$ cat src/rtl/mem_initiator_if.sv
// Request/response handshake plus MU0 memory-block wires for mem_initiator.
interface mem_initiator_if #(
  parameter int ADDR_W = 16,
  parameter int DATA_W = 16
);
  logic              reqValid;
  logic              reqReady;
  logic              reqRead;
  logic [ADDR_W-1:0] reqAddr;
  logic [DATA_W-1:0] reqWdata;
  logic              rspValid;
  logic              rspReady;
  logic [DATA_W-1:0] rspRdata;
  logic              rspWrite;
  logic [15:0]       txnCount;
  logic              memRq;
  logic              readNotWrite;
  logic [ADDR_W-1:0] addr;
  logic [DATA_W-1:0] dataIn;
  logic [DATA_W-1:0] dataOut;

  modport master (
    input  reqValid, reqRead, reqAddr, reqWdata, rspReady, dataOut,
    output reqReady, rspValid, rspRdata, rspWrite, txnCount,
           memRq, readNotWrite, addr, dataIn
  );

  modport slave (
    output reqValid, reqRead, reqAddr, reqWdata, rspReady, dataOut,
    input  reqReady, rspValid, rspRdata, rspWrite, txnCount,
           memRq, readNotWrite, addr, dataIn
  );
endinterface

$ cat src/rtl/mem_initiator.sv
// MU0 memory initiator: one access per request, response WAIT_CYCLES+2 cycles after accept.
// Holds the response indefinitely under rspReady=0; reqReady is high only when idle.
module mem_initiator #(
  parameter int ADDR_W      = 16,
  parameter int DATA_W      = 16,
  parameter int WAIT_CYCLES = 1
) (
  input  logic            clk,
  input  logic            rst,
  mem_initiator_if.master bus
);
  localparam int WC = (WAIT_CYCLES < 1) ? 1 : WAIT_CYCLES;
  localparam int CW = $clog2(WC + 1);

  typedef enum logic [2:0] {IDLE, SETUP, ACCESS, HOLD, RESP} state_t;

  state_t        state;
  logic          rd_q;
  logic [CW-1:0] cnt;

  // All bus-facing outputs are registers updated alongside the state,
  // so memRq/readNotWrite change only on clean clock edges.
  always_ff @(posedge clk) begin
    if (rst) begin
      state             <= IDLE;
      rd_q              <= 1'b1;
      cnt               <= '0;
      bus.reqReady      <= 1'b1;
      bus.rspValid      <= 1'b0;
      bus.rspRdata      <= {DATA_W{1'b0}};
      bus.rspWrite      <= 1'b0;
      bus.txnCount      <= 16'h0000;
      bus.memRq         <= 1'b0;
      bus.readNotWrite  <= 1'b1;
      bus.addr          <= {ADDR_W{1'b0}};
      bus.dataIn        <= {DATA_W{1'b0}};
    end else begin
      case (state)
        IDLE: begin
          if (bus.reqValid && bus.reqReady) begin
            rd_q         <= bus.reqRead;
            bus.addr     <= bus.reqAddr;
            bus.dataIn   <= bus.reqWdata;
            bus.reqReady <= 1'b0;
            state        <= SETUP;
          end
        end
        SETUP: begin
          bus.memRq        <= 1'b1;
          bus.readNotWrite <= rd_q;
          cnt              <= CW'(WC - 1);
          state            <= ACCESS;
        end
        ACCESS: begin
          if (cnt == '0) begin
            bus.memRq        <= 1'b0;
            bus.readNotWrite <= 1'b1;
            bus.rspRdata     <= rd_q ? bus.dataOut : {DATA_W{1'b0}};
            bus.rspWrite     <= ~rd_q;
            state            <= HOLD;
          end else begin
            cnt <= cnt - 1'b1;
          end
        end
        HOLD: begin
          bus.rspValid <= 1'b1;
          state        <= RESP;
        end
        RESP: begin
          if (bus.rspReady) begin
            bus.rspValid <= 1'b0;
            bus.reqReady <= 1'b1;
            bus.txnCount <= bus.txnCount + 16'h0001;
            state        <= IDLE;
          end
        end
        default: begin
          bus.memRq        <= 1'b0;
          bus.readNotWrite <= 1'b1;
          bus.rspValid     <= 1'b0;
          bus.reqReady     <= 1'b1;
          state            <= IDLE;
        end
      endcase
    end
  end
endmodule

$ cat src/flat_wrapper.sv
// flat-port wrapper written by rule: the top's interface ports become plain ports
module mem_initiator_flat 
#(
  parameter int ADDR_W      = 16,
  parameter int DATA_W      = 16,
  parameter int WAIT_CYCLES = 1
)
  (clk, rst, bus_reqValid, bus_reqRead, bus_reqAddr, bus_reqWdata, bus_rspReady, bus_dataOut, bus_reqReady, bus_rspValid, bus_rspRdata, bus_rspWrite, bus_txnCount, bus_memRq, bus_readNotWrite, bus_addr, bus_dataIn);
  mem_initiator_if #(.ADDR_W(ADDR_W), .DATA_W(DATA_W)) bus_i ();
  input  logic clk;
  input  logic rst;
  input wire logic [$bits(bus_i.reqValid)-1:0] bus_reqValid;
  input wire logic [$bits(bus_i.reqRead)-1:0] bus_reqRead;
  input wire logic [$bits(bus_i.reqAddr)-1:0] bus_reqAddr;
  input wire logic [$bits(bus_i.reqWdata)-1:0] bus_reqWdata;
  input wire logic [$bits(bus_i.rspReady)-1:0] bus_rspReady;
  input wire logic [$bits(bus_i.dataOut)-1:0] bus_dataOut;
  output wire logic [$bits(bus_i.reqReady)-1:0] bus_reqReady;
  output wire logic [$bits(bus_i.rspValid)-1:0] bus_rspValid;
  output wire logic [$bits(bus_i.rspRdata)-1:0] bus_rspRdata;
  output wire logic [$bits(bus_i.rspWrite)-1:0] bus_rspWrite;
  output wire logic [$bits(bus_i.txnCount)-1:0] bus_txnCount;
  output wire logic [$bits(bus_i.memRq)-1:0] bus_memRq;
  output wire logic [$bits(bus_i.readNotWrite)-1:0] bus_readNotWrite;
  output wire logic [$bits(bus_i.addr)-1:0] bus_addr;
  output wire logic [$bits(bus_i.dataIn)-1:0] bus_dataIn;
  assign bus_i.reqValid = bus_reqValid;
  assign bus_i.reqRead = bus_reqRead;
  assign bus_i.reqAddr = bus_reqAddr;
  assign bus_i.reqWdata = bus_reqWdata;
  assign bus_i.rspReady = bus_rspReady;
  assign bus_i.dataOut = bus_dataOut;
  assign bus_reqReady = bus_i.reqReady;
  assign bus_rspValid = bus_i.rspValid;
  assign bus_rspRdata = bus_i.rspRdata;
  assign bus_rspWrite = bus_i.rspWrite;
  assign bus_txnCount = bus_i.txnCount;
  assign bus_memRq = bus_i.memRq;
  assign bus_readNotWrite = bus_i.readNotWrite;
  assign bus_addr = bus_i.addr;
  assign bus_dataIn = bus_i.dataIn;
  mem_initiator #(.ADDR_W(ADDR_W), .DATA_W(DATA_W), .WAIT_CYCLES(WAIT_CYCLES)) u_core (.clk(clk), .rst(rst), .bus(bus_i));
endmodule
$ cat config.mk
export PLATFORM = sky130hd
export DESIGN_NAME = mem_initiator_flat
export DESIGN_NICKNAME = d
export VERILOG_FILES = /design/src/rtl/mem_initiator_if.sv /design/src/rtl/mem_initiator.sv /design/src/flat_wrapper.sv
export SDC_FILE = /design/constraint.sdc
export NUM_CORES = 1
export LEC_CHECK = 0
export ABC_AREA = 1
export CORE_MARGIN = 2
export CORE_UTILIZATION = 46
export CTS_CLUSTER_DIAMETER = 120
export DETAILED_ROUTE_END_ITERATION = 8
export GPL_TIMING_DRIVEN = 0
export HOLD_SLACK_MARGIN = 0.05
export PLACE_DENSITY = 0.86
export RECOVER_POWER = 100
export SLEW_MARGIN = 30
export SYNTH_ARGS = -nofsm -noshare
export SYNTH_HDL_FRONTEND = slang
export SYNTH_SLANG_ARGS = --single-unit
$ cat constraint.sdc
create_clock -name clk -period 4.2 [get_ports clk]
set_input_delay 0.84 -clock clk [delete_from_list [all_inputs] [get_ports clk]]
set_output_delay 0.84 -clock clk [all_outputs]
set_load 0.02 [all_outputs]
* Yosys cells after proc, flatten, opt, wreduce, memory -nomap -nowiden
Index checks and enable logic that the tools add are counted.
Word-level totals: input bits 53, output and inout port bits 69, logic and storage cells 55, register bits after elaboration 74
Operators by class: bitwise logic cells 5, reductions and logical operators 13, $add $sub $neg 2, mux-type cells 16, equal/unequal tests 7
Operators with widths (number):
- adder 16 x 1 -> 16 bit, second input constant | 1
- 2-to-1 mux 16 bit | 1
- case mux 3 bit (5 select lines) | 1
- case mux 1 bit (3 select lines) | 4
- AND reduction 2 bit | 5
- 2-to-1 mux 3 bit | 3
- OR reduction 3 bit | 3
- == test 3 x 2 -> 1 bit, second input constant | 2
- 2-to-1 mux 1 bit | 6
- AND reduction 3 bit | 2
- NOT 1 bit | 5
- inequality test 2 bit, second input constant | 2
- == test 3 x 1 -> 1 bit, second input constant | 1
- == test 3 bit, second input constant | 1
- logical NOT 3 bit | 1
- inequality test 2 x 1 -> 1 bit, second input constant | 1
- case mux 1 bit (2 select lines) | 1
- nonzero test 2 bit | 1
- logical AND 1 bit | 1
- subtractor 1 bit, second input constant | 1

* Logic depth before layout (Yosys ltp)
word-level depth 4, gate-level depth with buffers 9, depth with buffers taken out 9

* Worst setup path after synthesis
Ideal clock, no wire load.
path kind in2reg, start point input port bus_reqValid, end point register u_core.bus.dataIn[12] (netlist bit), library setup time 0.116 ns, setup slack 2.441 ns, cell stages on the path 6, required time 4.084 ns, path buffers 1, data arrival time 1.643 ns, path through nand2_1 -> nor3_4 -> inv_4 -> buf_6 -> nor2_2 -> nor2_1
On the way: word-level cells in the longest chain between the ends 2
Ends and longest elaborated chain:
- start, declared | line flat_wrapper.sv:12 | input wire logic [$bits(bus_i.reqValid)-1:0] bus_reqValid;
- logical AND 1 bit | line mem_initiator.sv:40 | if (bus.reqValid && bus.reqReady) begin
- AND reduction 2 bit (no source line)
- end signal, assigned | line mem_initiator.sv:36 | bus.dataIn <= {DATA_W{1'b0}};
- end signal, assigned | line mem_initiator.sv:43 | bus.dataIn <= bus.reqWdata;
- end, declared | line mem_initiator_if.sv:25 | memRq, readNotWrite, addr, dataIn
Every way passes these cells. A chain may end at the register's enable or synchronous reset.

* Final worst setup path
start point input port bus_reqValid, end point register u_core.bus.addr[1] (netlist bit)
On the way: word-level cells in the longest chain between the ends 2
Ends and longest elaborated chain:
- logical AND 1 bit | line mem_initiator.sv:40
- AND reduction 2 bit (no source line)
- end signal, assigned | line mem_initiator.sv:35 | bus.addr <= {ADDR_W{1'b0}};
- end signal, assigned | line mem_initiator.sv:42 | bus.addr <= bus.reqAddr;
- end, declared | line mem_initiator_if.sv:25
Every way passes these cells.

==> results.txt <==
The flow ran to the end, and the final reports show no timing, DRC or antenna violations. The share of cells above drive strength 1 came out at approximately a tenth. The first global-routing pass estimated between 10000 and 15000 um of wire. The data required time at the worst endpoint is 4.43 ns.

The number of gates given a new drive strength after cts is 0. The count of TritonRoute iterations in the first routing pass came out at 4. The total non-filler cell area in the finished layout is 4290 um2. After floorplanning, the core was divided into 28 placement rows. The final instance count without filler cells came out at 567. The placed instance area came out at 4210 um2. The floorplan step set the die width to 83.4 um. The cell chosen for the clock root is sky130_fd_sc_hd__clkbuf_8.

The number of max-slew violations in the final report is 0. Summed over all cells, the static leakage comes to 1.83 nW. The number of unique standard cell types used by synthesis came out at 29. The initial antenna violation count is 0. Dividing the synthesized area by the synthesized cell count gives 8.15 um2. CTS built an H-tree with a depth of 3.

The end point of the critical path is u_core.bus.addr[1]. The share of the core filled with cells in the final layout came out at a little under three quarters. The residual antenna-violating net count after detailed routing is 0. The pin count of the biggest net entering global routing is 11. The Yosys step of the flow raised 0 warnings. The buffers inserted during post-CTS setup optimization came out at 0. The power per standard cell area came out at around 420 nW/um2. The number of global-route vias before repair came out at about 2900. The number of storage elements in the synthesis netlist is 73. The area inside the core boundary is ~6000 um2. The number of hold violations in the final report is 0. The library cell occupying the most area in the post-synthesis netlist is sky130_fd_sc_hd__dfxtp_1. The proportion of netlist area held by the largest area contributor is between 50% and 60%. From synthesis to final layout, the design area changed by 47.8%. The number of CTS-inserted buffers came out at 9. The worst-case IR drop observed on VDD is around 0.00027 V. The source of the critical timing path is bus_reqValid. The critical path is of the in -> reg type.

The dominant cell by count in the synthesized netlist is sky130_fd_sc_hd__nor2_1. The total half-perimeter wirelength after legalization and detailed placement is 5540 um. The total routing resource utilization after global routing came out at a little under a quarter. The relative max-transition margin is a little under a quarter. The number of I/O port buffers is around 120.

The total overflow left after global routing is 0. The area occupied by multi-input gates came out at roughly 1200 um2. The met3 capacity usage during global routing came out at 9.15%.

The pre-CTS setup slack came out at about 1.8 ns. The main combinational cell family by area after synthesis is simple AND/OR/NAND/NOR gates. The xor and xnor area share after synthesis is less than 1%. The final number of setup-violating endpoints is 0. For the worst setup path, the data arrival time is 3.06 ns. In this run the critical register-to-register path is launched from u_core.state[2]. The sequential cells in the finished layout cover a total of between 1000 and 1500 um2. Counting every instance in the synthesized netlist gives between 300 and 400. Dividing the detail-routed wire length by the instance count gives roughly 13 um. At the end of routability-driven placement, the weighted congestion stood at around 0.77. For this design, the CTS-stage hold fixing added 0 buffers. The max-cap check violation count came out at 0. Summing every instance area after synthesis gives a little under 3000 um2.

The count of fill cells added during filler insertion came out at 490. The number of cells on the worst reg-to-reg path is 7. The total via count in the routed design came out at between 2000 and 3000. The sequential area share after synthesis is 50.3%. The total wire length after detailed routing came out at 7560 um.

The register-to-register setup slack is 1.96 ns. After synthesis, the cell types taking the most area are sky130_fd_sc_hd__dfxtp_1, sky130_fd_sc_hd__nor2_1, sky130_fd_sc_hd__nor2_2. approximately 120 I/O pins were placed. The full die area came out at slightly below 7000 um2. The mux cell area share after synthesis came out at 0%. The async set-reset flop share out of synthesis is 0%. The count of antenna diodes in the layout is 0.

The maximum clock skew at final layout came out at roughly 0.0084 ns. The clock passes through at most 2 buffers. The clock latency reported for the late side of the worst-skew pair is 0.34 ns.

The first-iteration detailed-routing DRC count came out at approximately 160. Summing the areas of all compound-gate instances in the mapped netlist gives between 10% and 20% of the synthesized area. The number of flops mapped to enable cells by yosys came out at 0. The initial core utilization is around half. The clock period minus worst slack is 2.82 ns. The maximum fanout encountered on the critical timing path came out at 10.

The capture instance of the worst register-to-register path is u_core.bus.addr[1]. The number of nets produced by synthesis is 410. In the synthesized netlist, the cells that appear most often are sky130_fd_sc_hd__nor2_1, sky130_fd_sc_hd__dfxtp_1, sky130_fd_sc_hd__nand2_1. The global-route met1 utilization is approximately 25%. The ratio of routed vias to standard cells came out at roughly 5. The worst setup slack after layout came out at 1.38 ns. STA classifies the critical path startpoint as an input port. The transition time of the tightest slew-check pin came out at between 1 and 1.5 ns.

The clock tree from TritonCTS is yes. The number of clock sinks came out at 73. met2 is the most crowded layer. For this run, design rule violations remaining after detail routing come to 0.

After Yosys synthesis, full adders, half adders and majority gates account for 0.431% of the synthesized area. The kind of end point of the critical path is a flip-flop. The clock-pin slew of the registers on the worst-case setup and hold paths came out at approximately 0.070 ns. The maximum clock frequency came out at 354 MHz. The area fraction in and, or, nand and nor cells after synthesis came out at between 20% and 30%. Hold timing on the final database bottoms out at a slack of 0.459 ns. The routing usage on met2 is 38.2%. In the synthesized netlist the dominant register cell turns out to be sky130_fd_sc_hd__dfxtp_1. The net count of the finished layout is 542. Adding up every negative setup slack in the final design gives 0 ns. The share of the clock period used by the worst path came out at about two thirds. The worst hold-check path type is reg -> reg.

Setup repair after global routing left no endpoint under its margin. The cell count after placement is 552. The final total power is roughly 1.8 mW. The vertical extent of the die came out at around 83 um.
-- cell type report --
type	instances	area share (%)
Buffer	16	1.84
Clock buffer	15	3.65
Inverter	23	2.07
Multi-Input combinational cell	244	28.0
Sequential cell	73	34.1
Tap cell	75	2.19
Timing Repair Buffer	121	28.2
-- layer usage --
metal	share of wire, %	wire length (um)
met1	40	2990
met2	49	3680
met3	10	773
met4	1.5	114
met5	0	0
-- cells in the final DEF (no fill, tap or decap), types with 2 or more instances in the layout --
master | Yosys | routed
sky130_fd_sc_hd__a21oi_1 | 10 | 10
sky130_fd_sc_hd__nand4_1 | 2 | 2
sky130_fd_sc_hd__dlygate4sd3_1 | 0 | 72
sky130_fd_sc_hd__nor2_1 | 74 | 78
sky130_fd_sc_hd__nand2_1 | 37 | 37
sky130_fd_sc_hd__o21bai_1 | 2 | 2
sky130_fd_sc_hd__dfxtp_1 | 73 | 73
sky130_fd_sc_hd__o21ai_0 | 11 | 13
sky130_fd_sc_hd__inv_1 | 21 | 21
sky130_fd_sc_hd__a22oi_1 | 15 | 15
sky130_fd_sc_hd__nor2_4 | 5 | 3
sky130_fd_sc_hd__clkbuf_1 | 8 | 18
sky130_fd_sc_hd__nor3_1 | 9 | 10
sky130_fd_sc_hd__nand3_1 | 11 | 12
sky130_fd_sc_hd__buf_6 | 7 | 2
sky130_fd_sc_hd__nor2_2 | 31 | 29
sky130_fd_sc_hd__o21ai_1 | 27 | 25
sky130_fd_sc_hd__clkdlybuf4s50_1 | 0 | 49
sky130_fd_sc_hd__clkbuf_8 | 0 | 10
-- sequential cells by signal, indices dropped and copies added (netlist names) --
signal / cells
u_core.bus.addr: 16
u_core.bus.readNotWrite: 1
u_core.bus.txnCount: 16
u_core.bus.rspValid: 1
u_core.bus.dataIn: 16
u_core.rd_q: 1
u_core.bus.rspRdata: 16
u_core.bus.reqReady: 1
u_core.bus.memRq: 1
u_core.bus.rspWrite: 1
u_core.state: 3
-- worst min path at each step --
| stage | from | to | slack, ns | cells past startpoint |
|---|---|---|---|---|
| after global placement | u_core.bus.rspRdata[15] | u_core.bus.rspRdata[15] | 0.45 | 2 |
| after floorplan | u_core.rd_q | u_core.bus.readNotWrite | 0.45 | 2 |
| after global routing | u_core.bus.rspWrite | u_core.bus.rspWrite | 0.49 | 2 |
| after CTS | u_core.bus.rspWrite | u_core.bus.rspWrite | 0.46 | 2 |
| after detailed placement | u_core.bus.rspWrite | u_core.bus.rspWrite | 0.45 | 2 |
| final | u_core.bus.rspWrite | u_core.bus.rspWrite | 0.46 | 2 |
-- critical path, cell delays in order --
cell and delay [ns]:
sky130_fd_sc_hd__dlygate4sd3_1 0.52, sky130_fd_sc_hd__nand2_1 0.09, sky130_fd_sc_hd__nor3_1 0.92, sky130_fd_sc_hd__inv_4 0.07, sky130_fd_sc_hd__clkbuf_1 0.37, sky130_fd_sc_hd__nor2_2 0.17, sky130_fd_sc_hd__nor2_1 0.07
-- cells by family (layout without fill, tap and decap cells) --
| family | Yosys count | after routing |
|---|---|---|
| compound gates | 67 | 67 |
| simple gates | 175 | 175 |
| fa+ha+maj | 1 | 1 |
| buf+inv | 39 | 175 |
| flops | 73 | 73 |
| xor+xnor | 1 | 1 |
-- where the power goes --
part	total, mW	switching (mW)	internal, mW	leakage [nW]
Combinational	0.512	0.292	0.220	1.16
Sequential	0.819	0.0427	0.776	0.597
Clock	0.466	0.237	0.229	0.0778
Total	1.80	0.572	1.22	1.83
Power figures use the tool's default switching activity.
